### src/rtl/fifo_wr_arbiter.sv
// fifo_wr_arbiter: round-robin arbiter that lets N_REQ requesters share one
// FIFO write port. The winner owns the port for up to BURST beats. Write
// enable and data toward the FIFO are registered. The almost-full flag is
// combined with the write already in flight, so the FIFO never overflows.
module fifo_wr_arbiter #(
  parameter int N_REQ      = 4,
  parameter int FIFO_WIDTH = 16,
  parameter int BURST      = 4
) (
  input  logic                          clk,
  input  logic                          rst_n,
  input  logic [N_REQ-1:0]              req,
  input  logic [N_REQ*FIFO_WIDTH-1:0]   req_data,
  output logic [N_REQ-1:0]              gnt,
  input  logic                          fifo_full,
  input  logic                          fifo_almostfull,
  output logic                          fifo_wr_en,
  output logic [FIFO_WIDTH-1:0]         fifo_data_in,
  output logic [15:0]                   stall_cnt,
  output logic [2:0]                    owner_id
);

  typedef enum logic {
    S_IDLE  = 1'b0,
    S_WRITE = 1'b1
  } state_t;

  state_t                state_q, state_d;
  logic [2:0]            owner_q, owner_d;
  logic [2:0]            rr_ptr_q, rr_ptr_d;
  logic [3:0]            beat_cnt_q, beat_cnt_d;
  logic                  wr_en_q, wr_en_d;
  logic [FIFO_WIDTH-1:0] data_q, data_d;
  logic [15:0]           stall_cnt_q, stall_cnt_d;

  // Per-requester views of the packed inputs.
  logic [FIFO_WIDTH-1:0] slice [N_REQ];
  logic [N_REQ-1:0]      owner_oh;

  generate
    for (genvar gi = 0; gi < N_REQ; gi++) begin : g_slice
      assign slice[gi]    = req_data[gi*FIFO_WIDTH +: FIFO_WIDTH];
      assign owner_oh[gi] = (owner_q == 3'(gi));
    end
  endgenerate

  logic                  owner_req;
  logic [FIFO_WIDTH-1:0] owner_data;
  logic                  stall;
  logic                  xfer;
  logic                  last_beat;
  logic [2:0]            owner_next;

  // Select the owner's request bit and data beat without a variable index.
  always_comb begin
    owner_data = '0;
    for (int i = 0; i < N_REQ; i++) begin
      if (owner_oh[i]) begin
        owner_data = slice[i];
      end
    end
  end

  assign owner_req = |(req & owner_oh);

  // The FIFO stalls when it is full. It also stalls when it is almost full
  // and a write is already on its way to the FIFO.
  assign stall     = fifo_full | (fifo_almostfull & wr_en_q);
  assign xfer      = (state_q == S_WRITE) & owner_req & ~stall;
  assign last_beat = (beat_cnt_q == 4'(BURST - 1));
  assign owner_next = (owner_q == 3'(N_REQ - 1)) ? 3'd0 : owner_q + 3'd1;

  logic [2:0] pick;
  logic       found;
  logic [3:0] cand;

  // Round-robin search: the first active request at or above rr_ptr, wrapping.
  always_comb begin
    pick  = 3'd0;
    found = 1'b0;
    cand  = 4'd0;
    for (int k = 0; k < N_REQ; k++) begin
      cand = {1'b0, rr_ptr_q} + 4'(k);
      if (cand >= 4'(N_REQ)) begin
        cand = cand - 4'(N_REQ);
      end
      for (int j = 0; j < N_REQ; j++) begin
        if (!found && (cand == 4'(j)) && req[j]) begin
          found = 1'b1;
          pick  = 3'(j);
        end
      end
    end
  end

  // Grant only the owner, and only while the FIFO can accept the beat.
  always_comb begin
    gnt = '0;
    if ((state_q == S_WRITE) && !stall) begin
      gnt = req & owner_oh;
    end
  end

  // Next-state logic for the arbitration FSM and its datapath registers.
  always_comb begin
    state_d     = state_q;
    owner_d     = owner_q;
    rr_ptr_d    = rr_ptr_q;
    beat_cnt_d  = beat_cnt_q;
    wr_en_d     = 1'b0;
    data_d      = data_q;
    stall_cnt_d = stall_cnt_q;

    case (state_q)
      S_IDLE: begin
        if (found) begin
          state_d    = S_WRITE;
          owner_d    = pick;
          beat_cnt_d = 4'd0;
        end
      end

      S_WRITE: begin
        if (owner_req && stall && (stall_cnt_q != 16'hFFFF)) begin
          stall_cnt_d = stall_cnt_q + 16'd1;
        end
        if (xfer) begin
          wr_en_d    = 1'b1;
          data_d     = owner_data;
          beat_cnt_d = beat_cnt_q + 4'd1;
        end
        // A stall alone never ends the burst. Only a full burst ends it,
        // or the owner dropping its request.
        if ((xfer && last_beat) || !owner_req) begin
          state_d  = S_IDLE;
          rr_ptr_d = owner_next;
        end
      end

      default: begin
        state_d = S_IDLE;
      end
    endcase
  end

  // State and datapath registers. Reset clears them immediately,
  // without waiting for a clock edge.
  always_ff @(posedge clk or negedge rst_n) begin
    if (!rst_n) begin
      state_q     <= S_IDLE;
      owner_q     <= 3'd0;
      rr_ptr_q    <= 3'd0;
      beat_cnt_q  <= 4'd0;
      wr_en_q     <= 1'b0;
      data_q      <= '0;
      stall_cnt_q <= 16'd0;
    end else begin
      state_q     <= state_d;
      owner_q     <= owner_d;
      rr_ptr_q    <= rr_ptr_d;
      beat_cnt_q  <= beat_cnt_d;
      wr_en_q     <= wr_en_d;
      data_q      <= data_d;
      stall_cnt_q <= stall_cnt_d;
    end
  end

  assign fifo_wr_en   = wr_en_q;
  assign fifo_data_in = data_q;
  assign stall_cnt    = stall_cnt_q;
  assign owner_id     = owner_q;

endmodule
### config.mk
export PLATFORM = sky130hd
export DESIGN_NAME = fifo_wr_arbiter
export DESIGN_NICKNAME = d
export VERILOG_FILES = /design/src/rtl/fifo_wr_arbiter.sv
export SDC_FILE = /design/constraint.sdc
export NUM_CORES = 1
export LEC_CHECK = 0
export BUFFER_PORTS_ARGS = -buffer_cell sky130_fd_sc_hd__buf_2
export CORE_MARGIN = 2
export CORE_UTILIZATION = 43
export DETAILED_ROUTE_END_ITERATION = 7
export PLACE_DENSITY = 0.77
export SKIP_CTS_REPAIR_TIMING = 1
export SLEW_MARGIN = 20
export SYNTH_ARGS = -nofsm -noshare
export SYNTH_HDL_FRONTEND = slang
export SYNTH_SLANG_ARGS = --single-unit
### constraint.sdc
create_clock -name clk -period 2 [get_ports clk]
set_clock_uncertainty 0.05 [all_clocks]
set_input_delay 0.3 -clock clk [delete_from_list [all_inputs] [get_ports clk]]
set_output_delay 0.3 -clock clk [all_outputs]
set_load 0.05 [all_outputs]
==> results of run 1 <==
layer usage:
metal / up-vias / global-route usage, % / wire length (um)
met5: - / 0 / 0
met4: 0 / 4.746 / 39
met3: 2 / 3.667 / 483
met2: 108 / 31.07 / 3682
met1: 1257 / 28.65 / 3213
li1: 1300 / - / -
critical path, delay by kind of cell (launching register included):
kind	cells	cell delay, ps
adder cells (fa/ha/maj)	1	240
buffers and inverters	3	430
flip-flops	1	450
AO/OA/AOI/OAI	4	590
AND/OR/NAND/NOR	1	180
through the flow:
stage / TNS (ps) / setup WS, ps / power, W / area (um^2)
after floorplan: -379.3 / -64.08 / 0.003579 / 2597
after global placement: -3990 / -291.3 / 0.004316 / 3283
after detailed placement: -5287 / -353.4 / 0.004376 / 3283
after CTS: -5599 / -339.7 / 0.005042 / 3393
after global routing: -1033 / -110.5 / 0.005917 / 3717
final: -43.91 / -26.45 / 0.005514 / 3717
cells by family (layout without fill, tap and decap cells):
logic type / after synthesis / after routing / share of synthesized area (%)
buffers and inverters: 32 / 162 / 6.207
flip-flops: 42 / 42 / 41.06
multiplexers: 4 / 4 / 1.857
AND/OR/NAND/NOR: 110 / 110 / 20.82
AO/OA/AOI/OAI: 76 / 77 / 19.94
XOR/XNOR: 15 / 15 / 5.132
other: 2 / 3 / 0.2934
adder cells (fa/ha/maj): 10 / 10 / 4.692
worst min path at each step:
stage | cells after the start | to | slack (ps) | start
final | 2 | stall_cnt[14]$_DFFE_PN0P_ | 20 | rst_n
after global routing | 2 | stall_cnt[14]$_DFFE_PN0P_ | 50 | rst_n
after CTS | 2 | stall_cnt[8]$_DFFE_PN0P_ | 40 | rst_n
after detailed placement | 2 | stall_cnt[10]$_DFFE_PN0P_ | 350 | rst_n
after global placement | 2 | stall_cnt[10]$_DFFE_PN0P_ | 350 | rst_n
after floorplan | 0 | beat_cnt_q[0]$_DFFE_PN0P_ | -50 | rst_n
registers in the layout, indices dropped and copies added, names as in the netlist:
register and count:
fifo_data_in 16, stall_cnt 16, beat_cnt_q 4, owner_id 2
rr_ptr_q 2, fifo_wr_en 1, state_q 1
cell usage in the layout (no fill, tap or decap), drive strengths merged, types with 2 or more instances in the layout:
cell and instances:
a21oi 21, mux2 3, dfrtp 42, nor2 20, nor2b 17, inv 12
a31oi 3, maj3 2, nand2b 3, o22a 2, nand3 9, nand4 5
ha 8, clkbuf 10, o21ai 20, nand2 32, nor3 19, a21o 2
nor4 2, o211ai 2, a311oi 2, buf 138, xnor2 14, conb 3
a221oi 16, a22o 2
layout make-up:
type / count / area (um^2) / share of cell area, %
clock buffer: 6 / 72.57 / 1.952
clock inverter: 2 / 37.54 / 1.010
inverter: 12 / 45.04 / 1.212
multi-input combinational: 219 / 1519 / 40.86
sequential: 42 / 1057 / 28.44
tap: 75 / 93.84 / 2.524
timing repair buffer: 142 / 892.1 / 24.00
power groups by stage:
stage               combinational, W  sequential [W]  clock [W]
floorplan                    0.00159         0.00199          0
global placement             0.00300         0.00131          0
detailed placement           0.00306         0.00132          0
CTS                          0.00306         0.00131   0.000675
global route                 0.00382         0.00138   0.000723
finish                       0.00351         0.00134   0.000662
==> impl_metrics.toml, run 1 <==
[layout]
finalNetCount = 502
fin_cells = 498
diodes = 0
drive_gt1_share_pct = 43.03
syn2layout_area_growth_pct = 45.21
nFillCells = 501
fin_util_pct = 63.54

[power]
pwr-share-comb_pct = 63.7
leakagePower_nw = 1.747
p_int_w = 0.002869
clkPwrFrac_pct = 12.0
seqPwrFrac_pct = 24.3
power.density_mw_per_mm2 = 1483
p_sw_share_pct = 47.97
vdd_ir_drop_max_v = 0.0008053
switching_power_w = 0.002645

[routing]
dr.pass1.iters = 4
drtIter0Drc = 146
avgViaCountPerCell = 5.355
ant_nets = 0
drc = 0
vias = 2667
drt-total-wl_mm = 7.419
drt-wirelength-per-cell_um = 14.90

[global_routing]
antenna_found_initial = 0
grt_pass1_wl_mm = 10.41
grt_max_degree = 43
overflow = 0
track_usage_pct = 19.94
first_global_vias = 2314

[die]
rows = 28
dieHeight_um = 81.16
initial_core_util_pct = 43.76
io_pins = 112
dieArea_mm2 = 0.006587
die_w_um = 81.16
core_mm2 = 0.005851

[yosys]
synth_area_leaders = "dfrtp_1 (41%), a221oi_1 (5.5%), xnor2_1 (4.8%)"
ys.flop_type = "dfrtp_1"
ys_async_sr_fraction_pct = 100.0
synth_edf_count = 0
yosysMostFrequentCell = "dfrtp_1"
synth_seq_cells = 42
ys_seq_area_share_pct = 41.06
syn_area_mm2 = 0.002560
synth_cells = 291
yosysWarnings = 0
ys_types = 46
yosys-top-cells-count = "dfrtp_1 (42), nand2_1 (32), a21oi_1 (21)"
syn_avg_cell_area_um2 = 8.797
synth_top_area_share_pct = 41.06
synth_largest_area_cell = "dfrtp_1"

[clock_network]
cts.sinks = 42
clk_latency_ps = 290
cts_buffers = 5
clock_path_buffers = 2
cts_root_buffer = "clkbuf_8"
cts.clk_slew.worst_paths_ps = 80
cts.htree.levels = 2
cts_tree = "built"

[placement]
dp_cells = 477
dp_hpwl_mm = 5.095
gp_congestion = 0.8753
port_buffers = 110

[critical_path]
timing.critical_path.to = "stall_cnt[15]$_DFFE_PN0P_"
path_class = "flop to flop"
cpPeakStageDelay_ps = 450
end_kind = "flop"
critPathLaunch = "owner_id[1]$_DFFE_PN0P_"
cp_max_fo = 3
worstPathRequired_ps = 2150
reg2reg_to = "stall_cnt[15]$_DFFE_PN0P_"
slowest_stage = "dfrtp_2"
ff2ff_setup_slack_ps = -30
cp_data_arrival_time_ps = 2170
reg2reg_depth = 9
path_cells = "inv_2 > ha_2 > a22o_1 > o211ai_1 > buf_4 > buf_4 > nor4_4 > a21oi_1 > a41oi_1"
reg2reg_from = "owner_id[1]$_DFFE_PN0P_"
start_kind = "flop"
path_common_cell = "buf_4"

[run_status]
status = "finished with violations"
violations = "setup timing"

[sta]
slew_headroom_pct = 62.08
final-hold-violation-count = 0
finalSetupViolCount = 4
rsz0062_at_grt = "yes"
min_period_ps = 2026
period_share_pct = 101.3
tightest_slew_ps = 566.7
hold_ws_ps = 16.43
fin_ws_ps = -26.45
drv_slew = 0
fmax_mhz = 493.5

[min_path]
min_path_type = "input port to asynchronous set/reset pin"

[run]
drv_cap = 0
No activity file was read; power rests on OpenSTA's default activity.
==> run 2: changes to the inputs <==
Settings changed: BUFFER_PORTS_ARGS -buffer_cell sky130_fd_sc_hd__buf_2 to not set, CORE_UTILIZATION 43 to 57, DONT_BUFFER_PORTS set to 1, PLACE_DENSITY 0.77 to 0.75.
==> impl_metrics.toml, run 2 (synthesis gave the netlist of run 1 again) <==
[run_status]
status = "finished with violations"
violations = "setup timing"

[global_routing]
grt_pass1_wl_mm = 10.20
antenna_found_initial = 0
first_global_vias = 2240
grt_max_degree = 43
overflow = 0
track_usage_pct = 25.70

[critical_path]
reg2reg_depth = 8
path_common_cell = "buf_6"
reg2reg_to = "stall_cnt[1]$_DFFE_PN0P_"
slowest_stage = "dfrtp_2"
cp_max_fo = 7
end_kind = "flop"
ff2ff_setup_slack_ps = -40
path_cells = "inv_4 > buf_6 > ha_4 > a22o_1 > o211ai_1 > a31oi_2 > buf_6 > mux2_2"
cp_data_arrival_time_ps = 2170
worstPathRequired_ps = 2130
path_class = "flop to flop"
reg2reg_from = "owner_id[0]$_DFFE_PN0P_"
cpPeakStageDelay_ps = 450
start_kind = "flop"

[layout]
final_common_cell = "dfrtp_1"
drive_gt1_share_pct = 25.93
nFillCells = 315
final_cell_mix = "dfrtp_1 (37), nand2_1 (32), buf_4 (31), a21oi_1 (21), nor3_1 (18)"
final_cell_area_mm2 = 0.003178
finalNetCount = 403
syn2layout_area_growth_pct = 24.14
diodes = 0

[power]
switching_power_w = 0.002528
pwr-share-comb_pct = 53.7
clkPwrFrac_pct = 11.2
power_w = 0.005080
power.density_mw_per_mm2 = 1598
p_sw_share_pct = 49.77
p_int_w = 0.002551
leakagePower_nw = 1.316
vdd_ir_drop_max_v = 0.0008850
seqPwrFrac_pct = 35.0

[placement]
place_area_mm2 = 0.002872
port_buffers = 0
dp_hpwl_mm = 4.813
gp_congestion = 0.8154

[routing]
dr.pass1.iters = 4
ant_nets = 0
drt-total-wl_mm = 6.518
avgViaCountPerCell = 6.109
drtIter0Drc = 115
drc = 0
vias = 2297
drt-wirelength-per-cell_um = 17.34

[clock_network]
clock_path_buffers = 2
cts_tree = "built"
clk_latency_ps = 290
cts_root_buffer = "clkbuf_8"
cts.clk_slew.worst_paths_ps = 80
cts.htree.levels = 2
cts_buffers = 5
cts.sinks = 42

[sta]
tightest_slew_ps = 527.3
fmax_mhz = 490.0
finalSetupViolCount = 1
drv_slew = 0
final-hold-violation-count = 0
min_period_ps = 2041
rsz0062_at_grt = "yes"
period_share_pct = 102.0
fin_ws_ps = -40.93
slew_headroom_pct = 64.84

[min_path]
worstHoldPathCells = 2
hp-start = "req_data[51]"
min_to = "fifo_data_in[3]$_DFFE_PN0P_"
min_path_type = "input port to flop"

[die]
io_pins = 112
dieArea_mm2 = 0.005043
dieHeight_um = 71.02
initial_core_util_pct = 58.79
die_w_um = 71.02
core_mm2 = 0.004354
rows = 24

[run]
drv_cap = 0
[run 2: routing by layer]
metal	wire length, um	global-route usage (%)	vias up
met5	0	0	-
met4	150	10.69	0
met3	399	5.556	14
met2	3298	43.61	91
met1	2670	31.77	1095
li1	-	-	1097
[run 2: how the worst max path moves through the flow]
stage,start,endpoint,cells past startpoint
after floorplan,owner_id[1]$_DFFE_PN0P_,stall_cnt[12]$_DFFE_PN0P_,9
after global placement,owner_id[0]$_DFFE_PN0P_,fifo_data_in[0]$_DFFE_PN0P_,7
after detailed placement,owner_id[0]$_DFFE_PN0P_,fifo_data_in[2]$_DFFE_PN0P_,7
after CTS,owner_id[0]$_DFFE_PN0P_,fifo_data_in[2]$_DFFE_PN0P_,7
after global routing,owner_id[1]$_DFFE_PN0P_,stall_cnt[1]$_DFFE_PN0P_,8
final,owner_id[0]$_DFFE_PN0P_,stall_cnt[1]$_DFFE_PN0P_,8
[run 2: power by group through the flow]
stage | Sequential (W) | Clock, W | Combinational, W
6_report | 0.00178 | 0.000569 | 0.00273
5_1_grt | 0.00181 | 0.000623 | 0.00302
4_1_cts | 0.00177 | 0.000582 | 0.00238
3_5_place_dp | 0.00179 | 0 | 0.00237
3_3_place_gp | 0.00177 | 0 | 0.00231
2_1_floorplan | 0.00199 | 0 | 0.00159
[run 2: worst max-delay path, delay by kind of cell, from the launching register on]
kind / cells / cell delay (ps)
AOI/OAI and AO/OA: 3 / 670
adders and majority gates: 1 / 160
buffers and inverters: 3 / 330
DFF: 1 / 450
muxes: 1 / 260
[run 2: per-stage QoR]
| stage | setup TNS [ps] | util, % | cells | setup slack (ps) | hold WS [ps] |
|---|---|---|---|---|---|
| 6_report | -40.93 | 72.99 | 376 | -40.93 | 155.2 |
| 2_1_floorplan | -379.3 | - | 292 | -64.08 | -45.59 |
| 3_5_place_dp | -3925 | 65.95 | 363 | -263.3 | -44.77 |
| 3_3_place_gp | -2354 | 65.95 | 363 | -160.8 | -44.78 |
| 5_1_grt | -1058 | 72.99 | 376 | -104.6 | 161.7 |
| 4_1_cts | -4848 | 68.13 | 371 | -299.6 | -362.1 |
[run 2: layout make-up]
type,count,area [um^2],area share (%)
Clock inverter,2,12.51,0.3937
Inverter,12,47.55,1.496
Clock buffer,6,82.58,2.598
Timing Repair Buffer,44,425.4,13.39
Sequential cell,42,1057,33.27
Tap cell,52,65.06,2.047
Multi-Input combinational cell,218,1488,46.81
==> run 3: changes to the inputs <==
Settings changed: ABC_AREA set to 1.
==> impl_metrics.toml, run 3 <==
[clock_network]
cts.clk_slew.worst_paths_ps = 80
cts_buffers = 5
clock_path_buffers = 2
cts.htree.levels = 2
cts.sinks = 42
cts_root_buffer = "clkbuf_8"
cts_tree = "built"
clk_latency_ps = 300

[yosys]
synth_seq_cells = 42
ys.flop_type = "dfrtp_1"
synth-adder-area-share_pct = 3.663
synth_xor_area_share_pct = 4.808
ys_seq_area_share_pct = 38.46
yosysMostFrequentCell = "nand2_1"
yosysWarnings = 0
syn_avg_cell_area_um2 = 7.287
yosys.area_share.simple_pct = 31.41
synth_top_family_by_area = "simple AND/OR/NAND/NOR gates"
synth_top_area_share_pct = 38.46
synth_compound_area_share_pct = 14.29
yosys-top-cells-count = "nand2_1 (89), dfrtp_1 (42), a21oi_1 (35)"
synth_cells = 375
synth_edf_count = 0
ys_types = 33
synth.area.mux_share_pct = 0
ys_async_sr_fraction_pct = 100.0
synth_largest_area_cell = "dfrtp_1"
synth_area_leaders = "dfrtp_1 (38%), nand2_1 (12%), a21oi_1 (6.4%)"
syn_area_mm2 = 0.002733

[routing]
drc = 0
avgViaCountPerCell = 5.797
drt-wirelength-per-cell_um = 16.49
ant_nets = 0
vias = 2765
drt-total-wl_mm = 7.868
drtIter0Drc = 139
dr.pass1.iters = 4

[die]
dieHeight_um = 73.24
initial_core_util_pct = 58.63
core_mm2 = 0.004661
io_pins = 112
rows = 25
dieArea_mm2 = 0.005364
die_w_um = 73.24

[global_routing]
grt_pass1_wl_mm = 10.78
first_global_vias = 2454
antenna_found_initial = 0
track_usage_pct = 25.63
overflow = 0
grt_max_degree = 43

[critical_path]
reg2reg_from = "owner_id[0]$_DFFE_PN0P_"
slowest_stage = "dfrtp_1"
path_delay_family = "buffers and inverters"
crit_buf_inv = 3
worstPathRequired_ps = 1650
path_cells = "a21oi_2 > inv_1 > nor2_1 > inv_1 > nor2_1 > buf_4"
cp_data_arrival_time_ps = 1750
cp_max_fo = 5
reg2reg_depth = 13
cp.depth = 6
path_class = "flop to output pin"
end_kind = "output pin"
cpPeakStageDelay_ps = 410
reg2reg_to = "stall_cnt[15]$_DFFE_PN0P_"
ff2ff_setup_slack_ps = -70
start_kind = "flop"

[placement]
port_buffers = 0
gp_congestion = 0.8375
pre_cts_ws_ps = -60.20
dp_hpwl_mm = 5.482

[power]
vdd_ir_drop_max_v = 0.0009353
leakagePower_nw = 1.759
power.density_mw_per_mm2 = 1510

[layout]
final_common_cell = "nand2_1"
finalNetCount = 502
diodes = 0
drive_gt1_share_pct = 28.61
syn2layout_area_growth_pct = 29.85
final_cell_mix = "nand2_1 (84), buf_4 (45), dfrtp_1 (37), a21oi_1 (34), o21ai_0 (32)"

[min_path]
min_to = "fifo_data_in[10]$_DFFE_PN0P_"
worstHoldPathCells = 2
hp-start = "req_data[58]"
min_path_type = "input port to flop"

[run_status]
status = "finished with violations"
violations = "setup timing"

[sta]
rsz0062_at_grt = "yes"
setup_tns_ps = -398.0
period_share_pct = 104.8
drv_slew = 0
fmax_mhz = 477.0
min_period_ps = 2096
fin_ws_ps = -96.32
finalSetupViolCount = 9
slew_headroom_pct = 63.88
final-hold-violation-count = 0
tightest_slew_ps = 541.8

[run]
drv_cap = 0
## run 3: through the flow
stage	util, %	cell area [um^2]	total power, W	std cells	hold WS [ps]
6_report	76.13	3548	0.005360	477	84.12
5_1_grt	76.13	3548	0.005756	477	83.15
4_1_cts	68.38	3187	0.004861	462	-369.8
3_5_place_dp	66.39	3094	0.004295	454	-44.74
3_3_place_gp	66.39	3094	0.004217	454	-44.78
2_1_floorplan	-	2806	0.003671	376	-45.59
## run 3: how the worst max path moves through the flow
stage                            start                   endpoint  slack [ps]
5_1_grt        owner_id[1]$_DFFE_PN0P_  stall_cnt[15]$_DFFE_PN0P_        -210
3_5_place_dp   owner_id[0]$_DFFE_PN0P_  stall_cnt[14]$_DFFE_PN0P_         -60
4_1_cts        owner_id[0]$_DFFE_PN0P_  stall_cnt[14]$_DFFE_PN0P_         -90
3_3_place_gp   owner_id[1]$_DFFE_PN0P_  stall_cnt[14]$_DFFE_PN0P_          50
2_1_floorplan  owner_id[1]$_DFFE_PN0P_  stall_cnt[13]$_DFFE_PN0P_        -220
6_report          fifo_wr_en$_DFF_PN0_                     gnt[0]        -100
## run 3: report_power, final
part / leakage [nW] / internal, W / switching, W
Sequential: 0.545 / 0.00110 / 0.000734
Combinational: 1.17 / 0.00110 / 0.00187
Clock: 0.0408 / 0.000250 / 0.000315
## run 3: metal layers
layer,part of all wire (%),track usage (%),up-vias
met5,0,0,-
met4,2.6,8.848,0
met3,6.8,5.249,16
met2,52,45.95,109
met1,39,30.17,1306
li1,-,-,1334
## run 3: cells by family after synthesis
logic type / count (synthesis)
fa+ha+maj: 8
flops: 42
other cells: 2
buf+inv: 47
compound gates: 76
xor+xnor: 15
simple gates: 185
## run 3: layout make-up
cell class,count,area (um^2)
Clock inverter,3,23.77
Sequential cell,42,1057
Inverter,32,135.1
Timing Repair inverter,2,15.01
Timing Repair Buffer,52,440.4
Fill cell,329,1112
Clock buffer,5,68.82
Tap cell,54,67.56
Multi-Input combinational cell,287,1740
